File: config.mk
export PLATFORM = sky130hd
export DESIGN_NAME = servo_pwm_decoder
export DESIGN_NICKNAME = d
export VERILOG_FILES = /design/src/rtl/servo_pwm_decoder.sv
export SDC_FILE = /design/constraint.sdc
export NUM_CORES = 1
export LEC_CHECK = 0
export BUFFER_PORTS_ARGS = -buffer_cell sky130_fd_sc_hd__buf_2
export CAP_MARGIN = 30
export CORE_AREA = 4 4 127 129
export CTS_CLUSTER_DIAMETER = 150
export DETAILED_ROUTE_END_ITERATION = 8
export DIE_AREA = 0 0 131 133
export PLACE_DENSITY_LB_ADDON = 0.1
export SLEW_MARGIN = 20
export SYNTH_ARGS = -nofsm -noshare
export SYNTH_HDL_FRONTEND = slang
export SYNTH_SLANG_ARGS = --single-unit
export TNS_END_PERCENT = 1
File: constraint.sdc
create_clock -name d_in_clk -period 3 [get_ports d_in_clk]
set_input_delay 0 -clock d_in_clk [delete_from_list [all_inputs] [get_ports d_in_clk]]
set_output_delay 0 -clock d_in_clk [all_outputs]
set_load 0.02 [all_outputs]
File: src/rtl/servo_pwm_decoder.sv
// Servo PWM pulse-width decoder: measures the high time of a synchronised PWM
// line, classifies it as centre / -90 / +90, and flags bad pulses and signal loss.
module servo_pwm_decoder #(
  parameter int unsigned CLK_FREQ_HZ = 50000000,
  parameter int unsigned TOL_US      = 100,
  parameter int unsigned TIMEOUT_US  = 25000
) (
  input  logic        d_in_clk,
  input  logic        d_reset,
  input  logic        d_enable,
  input  logic        d_pwm_in,
  output logic [7:0]  d_position,
  output logic [31:0] d_pulse_ticks,
  output logic        d_valid,
  output logic        d_error,
  output logic        d_signal_lost
);

  localparam logic [31:0] CPM   = 32'(CLK_FREQ_HZ / 1000000);
  localparam logic [31:0] W_M90 = 32'd500 * CPM;
  localparam logic [31:0] W_CTR = 32'd1500 * CPM;
  localparam logic [31:0] W_P90 = 32'd2500 * CPM;
  localparam logic [31:0] W_TOL = 32'(TOL_US) * CPM;
  localparam logic [31:0] W_MAX = 32'd3000 * CPM;
  localparam logic [31:0] T_OUT = 32'(TIMEOUT_US) * CPM;

  typedef enum logic [1:0] {WAIT_LOW, WAIT_RISE, HIGH, LOW} state_t;

  function automatic logic [31:0] absDiff(input logic [31:0] a, input logic [31:0] b);
    return (a >= b) ? (a - b) : (b - a);
  endfunction

  state_t      state_q, state_d;
  logic [1:0]  sync_q;
  logic        s_d_q, rise_q, fall_q;
  logic [2:0]  prime_q;
  logic [31:0] width_q, width_d, gap_q, gap_d, ticks_q, ticks_d;
  logic [7:0]  pos_q, pos_d;
  logic        valid_q, valid_d, error_q, error_d, lost_q, lost_d;
  logic        rise, fall, timeout;

  assign rise    = sync_q[1] & ~s_d_q;
  assign fall    = ~sync_q[1] & s_d_q;
  assign timeout = (gap_q == T_OUT);

  // Edge strobes are registered so they line up with s_d_q, which serves as
  // the pulse level; prime_q keeps WAIT_LOW from trusting the reset-cleared flops.
  always_ff @(posedge d_in_clk or negedge d_reset) begin
    if (!d_reset) begin
      sync_q  <= '0;
      s_d_q   <= 1'b0;
      rise_q  <= 1'b0;
      fall_q  <= 1'b0;
      prime_q <= '0;
      state_q <= WAIT_LOW;
      width_q <= '0;
      gap_q   <= '0;
      ticks_q <= '0;
      pos_q   <= '0;
      valid_q <= 1'b0;
      error_q <= 1'b0;
      lost_q  <= 1'b0;
    end else begin
      sync_q  <= {sync_q[0], d_pwm_in};
      s_d_q   <= sync_q[1];
      rise_q  <= rise;
      fall_q  <= fall;
      prime_q <= {prime_q[1:0], 1'b1};
      state_q <= state_d;
      width_q <= width_d;
      gap_q   <= gap_d;
      ticks_q <= ticks_d;
      pos_q   <= pos_d;
      valid_q <= valid_d;
      error_q <= error_d;
      lost_q  <= lost_d;
    end
  end

  always_comb begin
    state_d = state_q;
    width_d = width_q;
    gap_d   = rise_q ? 32'd0 : (timeout ? gap_q : gap_q + 32'd1);
    ticks_d = ticks_q;
    pos_d   = pos_q;
    valid_d = 1'b0;
    error_d = 1'b0;
    lost_d  = rise_q ? 1'b0 : (timeout ? 1'b1 : lost_q);

    unique case (state_q)
      WAIT_LOW: begin
        if (prime_q[2] && !s_d_q) state_d = WAIT_RISE;
      end
      WAIT_RISE: begin
        if (rise_q) begin
          state_d = HIGH;
          width_d = 32'd1;
        end
      end
      HIGH: begin
        if (fall_q) begin
          state_d = LOW;
          ticks_d = width_q;
          if (absDiff(width_q, W_CTR) <= W_TOL) begin
            pos_d   = 8'd0;
            valid_d = 1'b1;
          end else if (absDiff(width_q, W_M90) <= W_TOL) begin
            pos_d   = 8'd1;
            valid_d = 1'b1;
          end else if (absDiff(width_q, W_P90) <= W_TOL) begin
            pos_d   = 8'd2;
            valid_d = 1'b1;
          end else begin
            error_d = 1'b1;
          end
        end else if (width_q == W_MAX) begin
          state_d = WAIT_LOW;
          ticks_d = W_MAX;
          error_d = 1'b1;
        end else if (timeout) begin
          state_d = WAIT_LOW;
        end else if (s_d_q) begin
          width_d = width_q + 32'd1;
        end
      end
      LOW: begin
        if (rise_q) begin
          state_d = HIGH;
          width_d = 32'd1;
        end else if (timeout) begin
          state_d = WAIT_LOW;
        end
      end
      default: state_d = WAIT_LOW;
    endcase

    // Disabling parks the FSM but leaves the reported results untouched.
    if (!d_enable) begin
      state_d = WAIT_LOW;
      width_d = '0;
      gap_d   = '0;
      valid_d = 1'b0;
      error_d = 1'b0;
      pos_d   = pos_q;
      ticks_d = ticks_q;
      lost_d  = lost_q;
    end
  end

  assign d_position    = pos_q;
  assign d_pulse_ticks = ticks_q;
  assign d_valid       = valid_q;
  assign d_error       = error_q;
  assign d_signal_lost = lost_q;

endmodule
==> results of run 1 <==
-- layer usage --
metal / track usage (%) / share of wire, %
met5: 0 / 0
met4: 11.66 / 3.5
met3: 5.733 / 10
met2: 52.37 / 47
met1: 46.37 / 40
-- worst paths after layout --
path,start,endpoint,depth (start not counted)
min,d_reset,sync_q[0],2
max reg2reg,width_q[8],d_position[1],14
max,width_q[8],d_position[1],14
min reg2reg,sync_q[0],sync_q[1],0
min in group d_in_clk,d_pwm_in,sync_q[0],2
max in group asynchronous,d_reset,gap_q[24],3
-- where the power goes --
| part | switching (mW) | leakage (nW) | internal [mW] |
|---|---|---|---|
| logic | 0.268 | 3.39 | 0.183 |
| clock network | 0.630 | 0.139 | 0.584 |
| registers | 0.0278 | 1.50 | 1.54 |
| total | 0.926 | 5.03 | 2.31 |
-- stage by stage --
stage / setup WS (ns) / utilization, % / area, µm² / hold slack, ns / instances
floorplan: -0.08953 / - / 8287 / -0.2956 / 1023
global placement: -0.5301 / 68.53 / 10300 / 0.08932 / 1429
detailed placement: -0.4625 / 68.53 / 10300 / 0.09009 / 1429
CTS: -0.2839 / 71.97 / 10820 / 0.2355 / 1458
global route: -0.4125 / 74.31 / 11170 / 0.2940 / 1469
finish: -0.3095 / 74.31 / 11170 / 0.2318 / 1469
-- worst max-delay path, cell delays in order, from the launching register on --
cell and delay (ns):
dfrtp_1 0.45, buf_6 0.16, buf_6 0.13, nor2_4 0.11, o21ai_1 0.10, buf_4 0.17, o31a_1 0.34, buf_6 0.14
or4_4 0.47, a211oi_2 0.21, nand4_1 0.21, a2111oi_4 0.41, buf_4 0.17, o21a_1 0.10, nor2_1 0.04
-- layout by cell type (no fill, tap or decap), types with 9 or more instances in the layout --
cell,count
buf_4,267
a22o_1,15
nand3_1,40
and3_1,13
nand2_1,69
and4_1,9
nor2_1,129
xnor2_1,38
xor2_1,35
o31a_1,10
dfrtp_1,103
nor3_1,19
o31ai_1,14
nand4_1,25
o21ai_0,56
inv_1,25
buf_6,12
clkbuf_16,9
a21oi_1,70
buf_2,39
nand2b_1,12
o211ai_1,9
nor4_1,9
or3_1,13
nor2b_1,11
-- kinds of logic after synthesis --
family          count (synthesis)
simple gates                  416
compound gates                289
flops                         111
buf+inv                       107
xor+xnor                       73
mux                            11
fa+ha+maj                       9
other cells                     2
-- area by class of cell --
type | instances | area (µm²)
Multi-Input combinational cell | 805 | 5353
Fill cell | 1132 | 3862
Sequential cell | 111 | 2788
Timing Repair Buffer | 323 | 2405
Tap cell | 188 | 235.2
Clock buffer | 9 | 225.2
Inverter | 27 | 101.3
Clock inverter | 6 | 63.81
-- sequential cells by signal, indices dropped and copies added, names as in the netlist, 2 cells and up --
register	count
gap_q	32
d_pulse_ticks	32
d_position	2
state_q	2
width_q	32
prime_q	3
sync_q	2
-- timing repair --
item	in CTS	in global routing
setup buffers	11	11
endpoints found under the setup margin	12	16
pin swaps	15	28
resized for setup	28	63
hold buffers	3	0
hold endpoints to repair	59	0
==> results by group, run 1 <==
Global routing
  • Vias in the first global route: 8815
  • Initial antenna violation count: 0
  • Grt total ovfl: 0
  • Pin count of the biggest net entering global routing: 58
  • First-pass GRT wire length: 46020 µm
  • Tot GR Track Use: 33.41%

CTS
  • Clock sink count: 111
  • Clock slew seen by the registers of the worst setup and hold paths: approximately 0.090 ns
  • CTS max path bufs: 2
  • TritonCTS buffer count: 9
  • Clock Latency Late Sink: 0.37 ns
  • H-tree Lvls: 3
  • CTS tree: built
  • Root Driver: clkbuf_16

Synth
  • Compound-Gate Fraction of Synth Area: 23.87%
  • Synth Cell Area: just over 8000 µm²
  • EDFF count, synth: 0
  • Synth Flop Type: dfrtp_1
  • Synthesis Warnings: 0
  • Synth Instances: 1018
  • Register area share after synthesis: 33.73%
  • Post-Synth Simple-Gate Area: between 20% and 30%
  • Synth Area in Adders: 1.368%
  • Post-synth top area share: between 30% and 40%
  • Mux cell area share after synthesis: 1.383%
  • Synth cell count leaders: nor2_1, dfrtp_1, a21oi_1, nand2_1, o21ai_0
  • Synth async-reset ratio: 100.0%
  • Main combinational cell family by area after synthesis: simple AND/OR/NAND/NOR gates
  • Xor-xnor portion of the synthesized cell area: 7.765%
  • Yosys top cell by area: dfrtp_1
  • Syn Area/Cell: 8.089 µm²
  • Synth area leaders: dfrtp_1, nor2_1, a21oi_1
  • Post-synth cell types: 85
  • Most common cell in the netlist: nor2_1
  • Register bit total from synthesis: 111

Timing
  • Worst-margin pin slew: 0.7250 ns
  • Max Freq: 0.3022 GHz
  • Final Max Slew Viols: 0
  • Final setup vio count: 8
  • Final Hold Vio Count: 0
  • RSZ-0062 raised after global routing: true
  • Post-route setup TNS: -1.396 ns
  • Final worst slack: -0.3095 ns
  • Worst rel slew slack: 51.67%
  • Fin crit period: 3.309 ns
  • Period Utilization, post-route: 110.3%
  • Skew final: ~0.016 ns

Drt
  • Vias per std cell: 6.359
  • Post-route DRC: 0
  • Iteration-0 DRC count of the detailed router: approximately 1300
  • 1st-pass router iterations: 5
  • Drt total wl: between 20000 and 30000 µm
  • Routed len/inst: 20.28 µm
  • Via count: 9342
  • Final antenna-violating net count: 0

Run status
  • Failing checks: setup timing
  • Status: finished with violations

Finish
  • Nets@finish: about 1300
  • Antenna Cells: 0
  • Layout cell share with drive strength beyond 1: roughly 33%
  • Layout area overhead: 35.66%

Setup path
  • R2R setup slack: -0.31 ns
  • Req. time, crit path: about 3.3 ns
  • WP data arrival: 3.58 ns
  • Endpoint type of the worst setup path: flip-flop
  • CP max FO: 5
  • Launching element type of the critical path: flip-flop
  • Crit path kind: reg -> reg

Place
  • IO Port Bufs: 40
  • GP Congestion: 1.064
  • Post-DP HPWL: 21980 µm

Floorplan
  • Core Area: 15030 µm²
  • Row Count: 45
  • Die H: 133 µm
  • Die area: 17420 µm²
  • Die X: 131 µm
  • Initial core utilization: 54.77%
  • I/O pins: 47

Power and ir drop
  • VDD IR max: 0.3192 mV
  • Lkg Pwr: between 5 and 6 nW
  • P per Cell Area: 289.5 nW/µm²
  • Total power: 3.234 mW

Job
  • Max-cap violations: 0

Min path
  • Worst min path class: in -> async
Note: power is estimated with default switching activity, not from simulation.
==> run 2, diff against run 1 <==
ABC_AREA = 1   (was unset)
CORE_AREA = 4 4 138 140   (was 4 4 127 129)
DIE_AREA = 0 0 142 144   (was 0 0 131 133)
==> run 2 against run 1 <==
  * Area after synthesis is 22% higher
  * Die area is 17% higher
  * Largest power group unchanged
  * Global-route usage is 6.7 points higher
  * The flow still finishes with violations (setup timing)
  * Power is 20% higher
  * Flip-flop and latch count stayed put
  * Combinational power is 120% higher
  * Core utilization is 7.8 points lower
  * Count of clock-buffer cells in the layout is 2 higher
  * Critical path depth is 4 higher
  * Critical endpoint is now d_position[0]
  * Largest cell class unchanged
==> results by group, run 2 <==
Floorplan
  • Die X: 142 µm
  • Core Area: 17840 µm²
  • Row Count: 49
  • Die area: 20450 µm²
  • Initial core utilization: between 50% and 60%
  • Die H: between 100 and 150 µm
  • I/O pins: 47

Finish
  • Nets@finish: 1829
  • Final instance area: 11860 µm²
  • Commonest non-fill, non-tap cells in the layout: nand2_1, nor2_1, buf_4, inv_1, nand3_1
  • Layout cell share with drive strength beyond 1: 16.58%
  • Fin util: roughly 66%
  • Commonest non-fill, non-tap cell in the layout: nand2_1
  • Layout area overhead: 18.31%
  • Post-Layout Cell Count: 2050
  • Antenna Cells: 0

Synth
  • Synth area leaders: dfrtp_1, nand2_1, nor2_1
  • Register bit total from synthesis: 111
  • Register area share after synthesis: 27.70%
  • Post-synth top area share: about 28%
  • Synthesis Warnings: 0
  • Synth async-reset ratio: 100.0%
  • Syn Area/Cell: 6.040 µm²
  • Synth Cell Area: 10030 µm²
  • Post-synth cell types: 50
  • Synth Flop Type: dfrtp_1
  • EDFF count, synth: 0
  • Yosys top cell by area: dfrtp_1
  • Most common cell in the netlist: nand2_1
  • Synth cell count leaders: nand2_1, nor2_1, inv_1, nand3_1, dfrtp_1
  • Synth Instances: 1660

CTS
  • TritonCTS buffer count: 9
  • CTS max path bufs: 2
  • H-tree Lvls: 3
  • Clock Latency Late Sink: 0.36 ns
  • Clock sink count: 111
  • Clock slew seen by the registers of the worst setup and hold paths: 0.08 ns
  • CTS tree: built
  • Root Driver: clkbuf_16

Place
  • Placed Area: 11400 µm²
  • Post-DP HPWL: ~33000 µm
  • GP Congestion: 1.104
  • Placed cell count: 2024
  • IO Port Bufs: 40
  • Dpl ws: between 0.02 and 0.025 ns

Timing
  • Final setup vio count: 1
  • Skew final: 0.007368 ns
  • Worst-margin pin slew: 0.6078 ns
  • Hold WS: 0.2746 ns
  • Post-route setup TNS: -0.01117 ns
  • Final worst slack: -0.01117 ns
  • RSZ-0062 raised after global routing: true
  • Worst rel slew slack: between 50% and 60%
  • Fin crit period: 3.011 ns
  • Period Utilization, post-route: 100.4%
  • Final Max Slew Viols: 0
  • Final Hold Vio Count: 0
  • Max Freq: 0.3321 GHz

Setup path
  • Launching element type of the critical path: flip-flop
  • CP max FO: 8
  • Critical path origin: width_q[10]
  • Crit path kind: reg -> reg
  • Cell count of the worst reg-to-reg path: 18
  • WP data arrival: 3.27 ns
  • Req. time, crit path: approximately 3.3 ns
  • R2R Path Start: width_q[10]
  • Endpoint type of the worst setup path: flip-flop

Drt
  • Iteration-0 DRC count of the detailed router: 1747
  • Routed len/inst: 20.37 µm
  • Drt total wl: 41760 µm
  • Vias per std cell: 5.985
  • Post-route DRC: 0
  • 1st-pass router iterations: 6
  • Final antenna-violating net count: 0
  • Via count: 12269

Global routing
  • Vias in the first global route: between 10000 and 15000
  • Initial antenna violation count: 0
  • Tot GR Track Use: 40.12%
  • Grt total ovfl: 0
  • Pin count of the biggest net entering global routing: 112
  • First-pass GRT wire length: around 63000 µm

Min path
  • Worst min path class: in -> async

Job
  • Max-cap violations: 0

Power and ir drop
  • P per Cell Area: 327.0 nW/µm²
  • VDD IR max: 0.4582 mV
  • Lkg Pwr: ~6.3 nW
  • Total power: a little under 4 mW

Run status
  • Failing checks: setup timing
  • Status: finished with violations
run 2: timing repair:
action / CTS / global route
setup buffers: 0 / 5
hold buffers: 3 / 0
hold endpoints to repair: 115 / 0
endpoints found under the setup margin: 1 / 17
gates cloned: 0 / 2
pin swaps: 0 / 5
gates resized for setup: 1 / 21
run 2: kinds of logic after synthesis:
kind of cell | synth area share (%)
AOI/OAI and AO/OA | 10.38
xor gates and xnor gates | 5.329
adders and majority gates | 1.123
buffers and inverters | 10.08
DFF | 27.70
other | 0.07491
and+or+nand+nor | 45.30
run 2: final timing paths:
kind,end,slack [ns]
worst max-delay path,d_position[0],-0.01
worst min-delay path,gap_q[28],0.27
worst max register to register,d_position[0],-0.01
worst min register to register,prime_q[1],0.35
max in group asynchronous,width_q[3],2.24
min in group d_in_clk,sync_q[0],0.33
run 2: layout make-up:
cell class              count  area [µm²]
multi-input cells        1317        6344
fillers                  1733        5979
well taps                 229       286.5
clock inverters             5       51.30
clock buffers              11       242.7
flip-flops and latches    111        2781
repair buffers            203        1496
inverters                 174       659.4
run 2: power breakdown:
group / internal (mW) / switching, mW / leakage, nW / total (mW)
registers: 1.59 / 0.0621 / 1.51 / 1.65
clock network: 0.606 / 0.611 / 0.144 / 1.22
logic: 0.303 / 0.705 / 4.63 / 1.01
run 2: routing by layer:
layer / up-vias / part of all wire, % / track usage, %
met3: 162 / 12 / 9.292
li1: 5664 / - / -
met5: - / 0 / 0
met1: 5592 / 41 / 54.86
met2: 851 / 43 / 61.96
met4: 0 / 4.7 / 15.51
run 2: critical path, cell delays in order, from the launching register on:
cell and delay, ns:
dfrtp_2 0.48, buf_12 0.17, nor2_2 0.15, nand2_1 0.18, nand2_1 0.13, nand2_1 0.09, a21oi_4 0.27, nand3_4 0.22
buf_4 0.21, nand3_1 0.08, nand2_1 0.06, nor2_1 0.14, nand3_1 0.11, nor2_2 0.14, nand4_2 0.15, nand3_2 0.13
nand2_2 0.07, nand2_1 0.08, nand2_1 0.05
==> run 3, diff against run 2 <==
PLACE_DENSITY = 0.89   (was unset)
PLACE_DENSITY_LB_ADDON = unset   (was 0.1)
==> run 3 against run 2 <==
  * Cell count grew 0.44%
  * Core utilization grew 0.36 points
  * Sequential share of layout area shrank 0.094 points
  * Clock power grew 3%
  * Wire length shrank 1.1%
  * Die area is the same
  * The run now ends clean
  * Sequential power is essentially flat
  * Largest cell class unchanged
==> results by group, run 3 (synthesized netlist as in run 2, its figures left out) <==
Power and ir drop
  • Clock power frac: 31.8%
  • P per Cell Area: 332.8 nW/µm²
  • Sw Share: a little over a third
  • Total power: between 3 and 4 mW
  • Combinational Power Share: 26.0%
  • Sw Pwr: about 1.4 mW
  • Cell Int Power: roughly 2.6 mW
  • Seq pwr share: between 40% and 50%
  • Lkg Pwr: 6.308 nW
  • VDD IR max: approximately 0.46 mV

Setup path
  • Worst path most repeated cell: nand2_1
  • Largest delay contributor family on the critical path: simple AND/OR/NAND/NOR gates
  • R2R Path Start: width_q[11]
  • Max incr delay on CP: around 0.49 ns
  • Req. time, crit path: between 3 and 4 ns
  • Worst path slowest cell: dfrtp_1
  • WP data arrival: 3.21 ns
  • Launching element type of the critical path: flip-flop
  • CP max FO: 8
  • Worst path cell trace: inv_2, buf_4, nand2_1, a21oi_1, nand3_1, nor2_4, clkbuf_4, nand2_1, a21oi_1, nand2_1, nand2_1, nand4_2, nand3_2, nand2_2, nand2_1, nand2_1
  • Worst path bufs/invs: 3
  • Crit path kind: reg -> reg
  • R2R setup slack: 0.05 ns
  • RR Endpoint: d_position[0]
  • Cell count of the worst reg-to-reg path: 16
  • Endpoint type of the worst setup path: flip-flop

CTS
  • CTS tree: built
  • Root Driver: clkbuf_16
  • CTS max path bufs: 2
  • H-tree Lvls: 3
  • Clock slew seen by the registers of the worst setup and hold paths: 0.09 ns
  • TritonCTS buffer count: 9
  • Clock Latency Late Sink: 0.36 ns
  • Clock sink count: 111

Place
  • GP Congestion: 1.098
  • Post-DP HPWL: 33120 µm
  • Placed cell count: slightly above 2000
  • IO Port Bufs: 40

Drt
  • Met3 WL: about 5300 µm
  • Wl on met1: about 16000 µm
  • WL met2: 17790 µm
  • Vias per std cell: 5.960
  • 1st-pass router iterations: 8
  • Via count: 12271
  • Iteration-0 DRC count of the detailed router: between 1500 and 2000
  • Post-route DRC: 0
  • Routed len/inst: 20.05 µm
  • Final antenna-violating net count: 0
  • Drt total wl: roughly 41000 µm
  • Uppermost routed layer: met5

Finish
  • Fillers: ~1600
  • Layout cell share with drive strength beyond 1: 16.95%
  • Post-Layout Cell Count: 2059
  • Nets@finish: 1837
  • Commonest non-fill, non-tap cell in the layout: nand2_1
  • Fin util: 66.84%
  • Commonest non-fill, non-tap cells in the layout: nand2_1, nor2_1, buf_4, inv_1, nand3_1
  • Layout area overhead: 18.94%

Timing
  • Worst-margin pin slew: 0.7440 ns
  • Period Utilization, post-route: 98.45%
  • RSZ-0062 raised after global routing: true
  • Worst rel slew slack: between 50% and 60%
  • Final Max Slew Viols: 0
  • Skew final: 0.01728 ns
  • Final setup vio count: 0
  • Max Freq: 0.3386 GHz
  • Final Hold Vio Count: 0
  • Fin crit period: 2.953 ns

Global routing
  • Grt total ovfl: 0
  • Pin count of the biggest net entering global routing: 58
  • Initial antenna violation count: 1
  • Vias in the first global route: roughly 11000
  • Tot GR Track Use: between 30% and 40%
  • First-pass GRT wire length: between 60000 and 70000 µm

Floorplan
  • Die area: 20450 µm²
  • I/O pins: 47
  • Die X: about 140 µm
  • Initial core utilization: approximately 56%
  • Row Count: 49
  • Core Area: around 18000 µm²
  • Die H: 144 µm

Job
  • Max-cap violations: 0

Run status
  • Status: finished, final reports clean

Min path
  • Worst min path class: in -> async
## run 3: changes by cell type in the layout (fill, tap and decap cells not counted), moves of 2 or more
cell,delta
buf_4,+8
dfrtp_1,-3
dfrtp_2,+3
inv_1,+2
inv_2,-2
nand2_1,+2
nand2_2,-2
nor2_4,-2
o21ai_1,-2
o21ai_2,+2
## run 3: repair_timing
| item | CTS | global route |
|---|---|---|
| gates resized for setup | 0 | 18 |
| endpoints found under the setup margin | 0 | 15 |
| endpoints found under the hold margin | 59 | 0 |
| hold buffers | 3 | 0 |
| setup buffers | 0 | 4 |
## run 3: worst max-delay path by stage
stage	startpoint	endpoint	depth (start not counted)
after floorplan	width_q[3]	d_position[0]	20
after global placement	width_q[11]	d_position[0]	17
after detailed placement	width_q[4]	d_position[0]	19
after CTS	width_q[4]	d_position[0]	19
after global routing	width_q[3]	d_position[0]	21
final	width_q[11]	d_position[0]	16
## run 3: through the flow
step	area (µm²)	worst slack [ns]	hold WS, ns	setup TNS [ns]
6_report	11930	0.04657	0.2393	0
5_1_grt	11920	-0.1209	0.3188	-0.2555
4_1_cts	11830	0.01301	0.2697	0
3_5_place_dp	11490	0.03086	0.1037	0
3_3_place_gp	11490	0.009223	0.09722	0
2_1_floorplan	10040	0.2541	-0.2956	0
## run 3: area by class of cell
class	instances	area [µm²]	share of cell area, %
Tap cell	229	286.5	2.403
Inverter	174	659.4	5.529
Multi-Input combinational cell	1315	6301	52.84
Clock buffer	10	229.0	1.920
Clock inverter	6	77.57	0.6505
Timing Repair Buffer	213	1584	13.28
Antenna cell	1	2.502	0.02098
Sequential cell	111	2785	23.36
## run 3: worst reg2reg max path: stages, from the launching register on
cell and delay, ns:
dfrtp_1 0.49, inv_2 0.20, buf_4 0.23, nand2_1 0.17, a21oi_1 0.23, nand3_1 0.15
nor2_4 0.19, clkbuf_4 0.22, nand2_1 0.06, a21oi_1 0.15, nand2_1 0.09, nand2_1 0.16
nand4_2 0.19, nand3_2 0.13, nand2_2 0.07, nand2_1 0.07, nand2_1 0.05
## run 3: per-layer routing
layer	up-vias	global-route usage [%]
met5	-	0
li1	5660	-
met2	905	62.09
met1	5524	53.30
met3	180	9.392
met4	2	17.02
## run 3: power by group through the flow
stage               combinational (mW)  sequential (mW)  clock [mW]
floorplan                        0.436             1.75           0
global placement                 0.978             1.69           0
finish                            1.03             1.67        1.26
CTS                               1.01             1.67        1.26
global route                      1.11             1.68        1.33
detailed placement               0.998             1.70           0
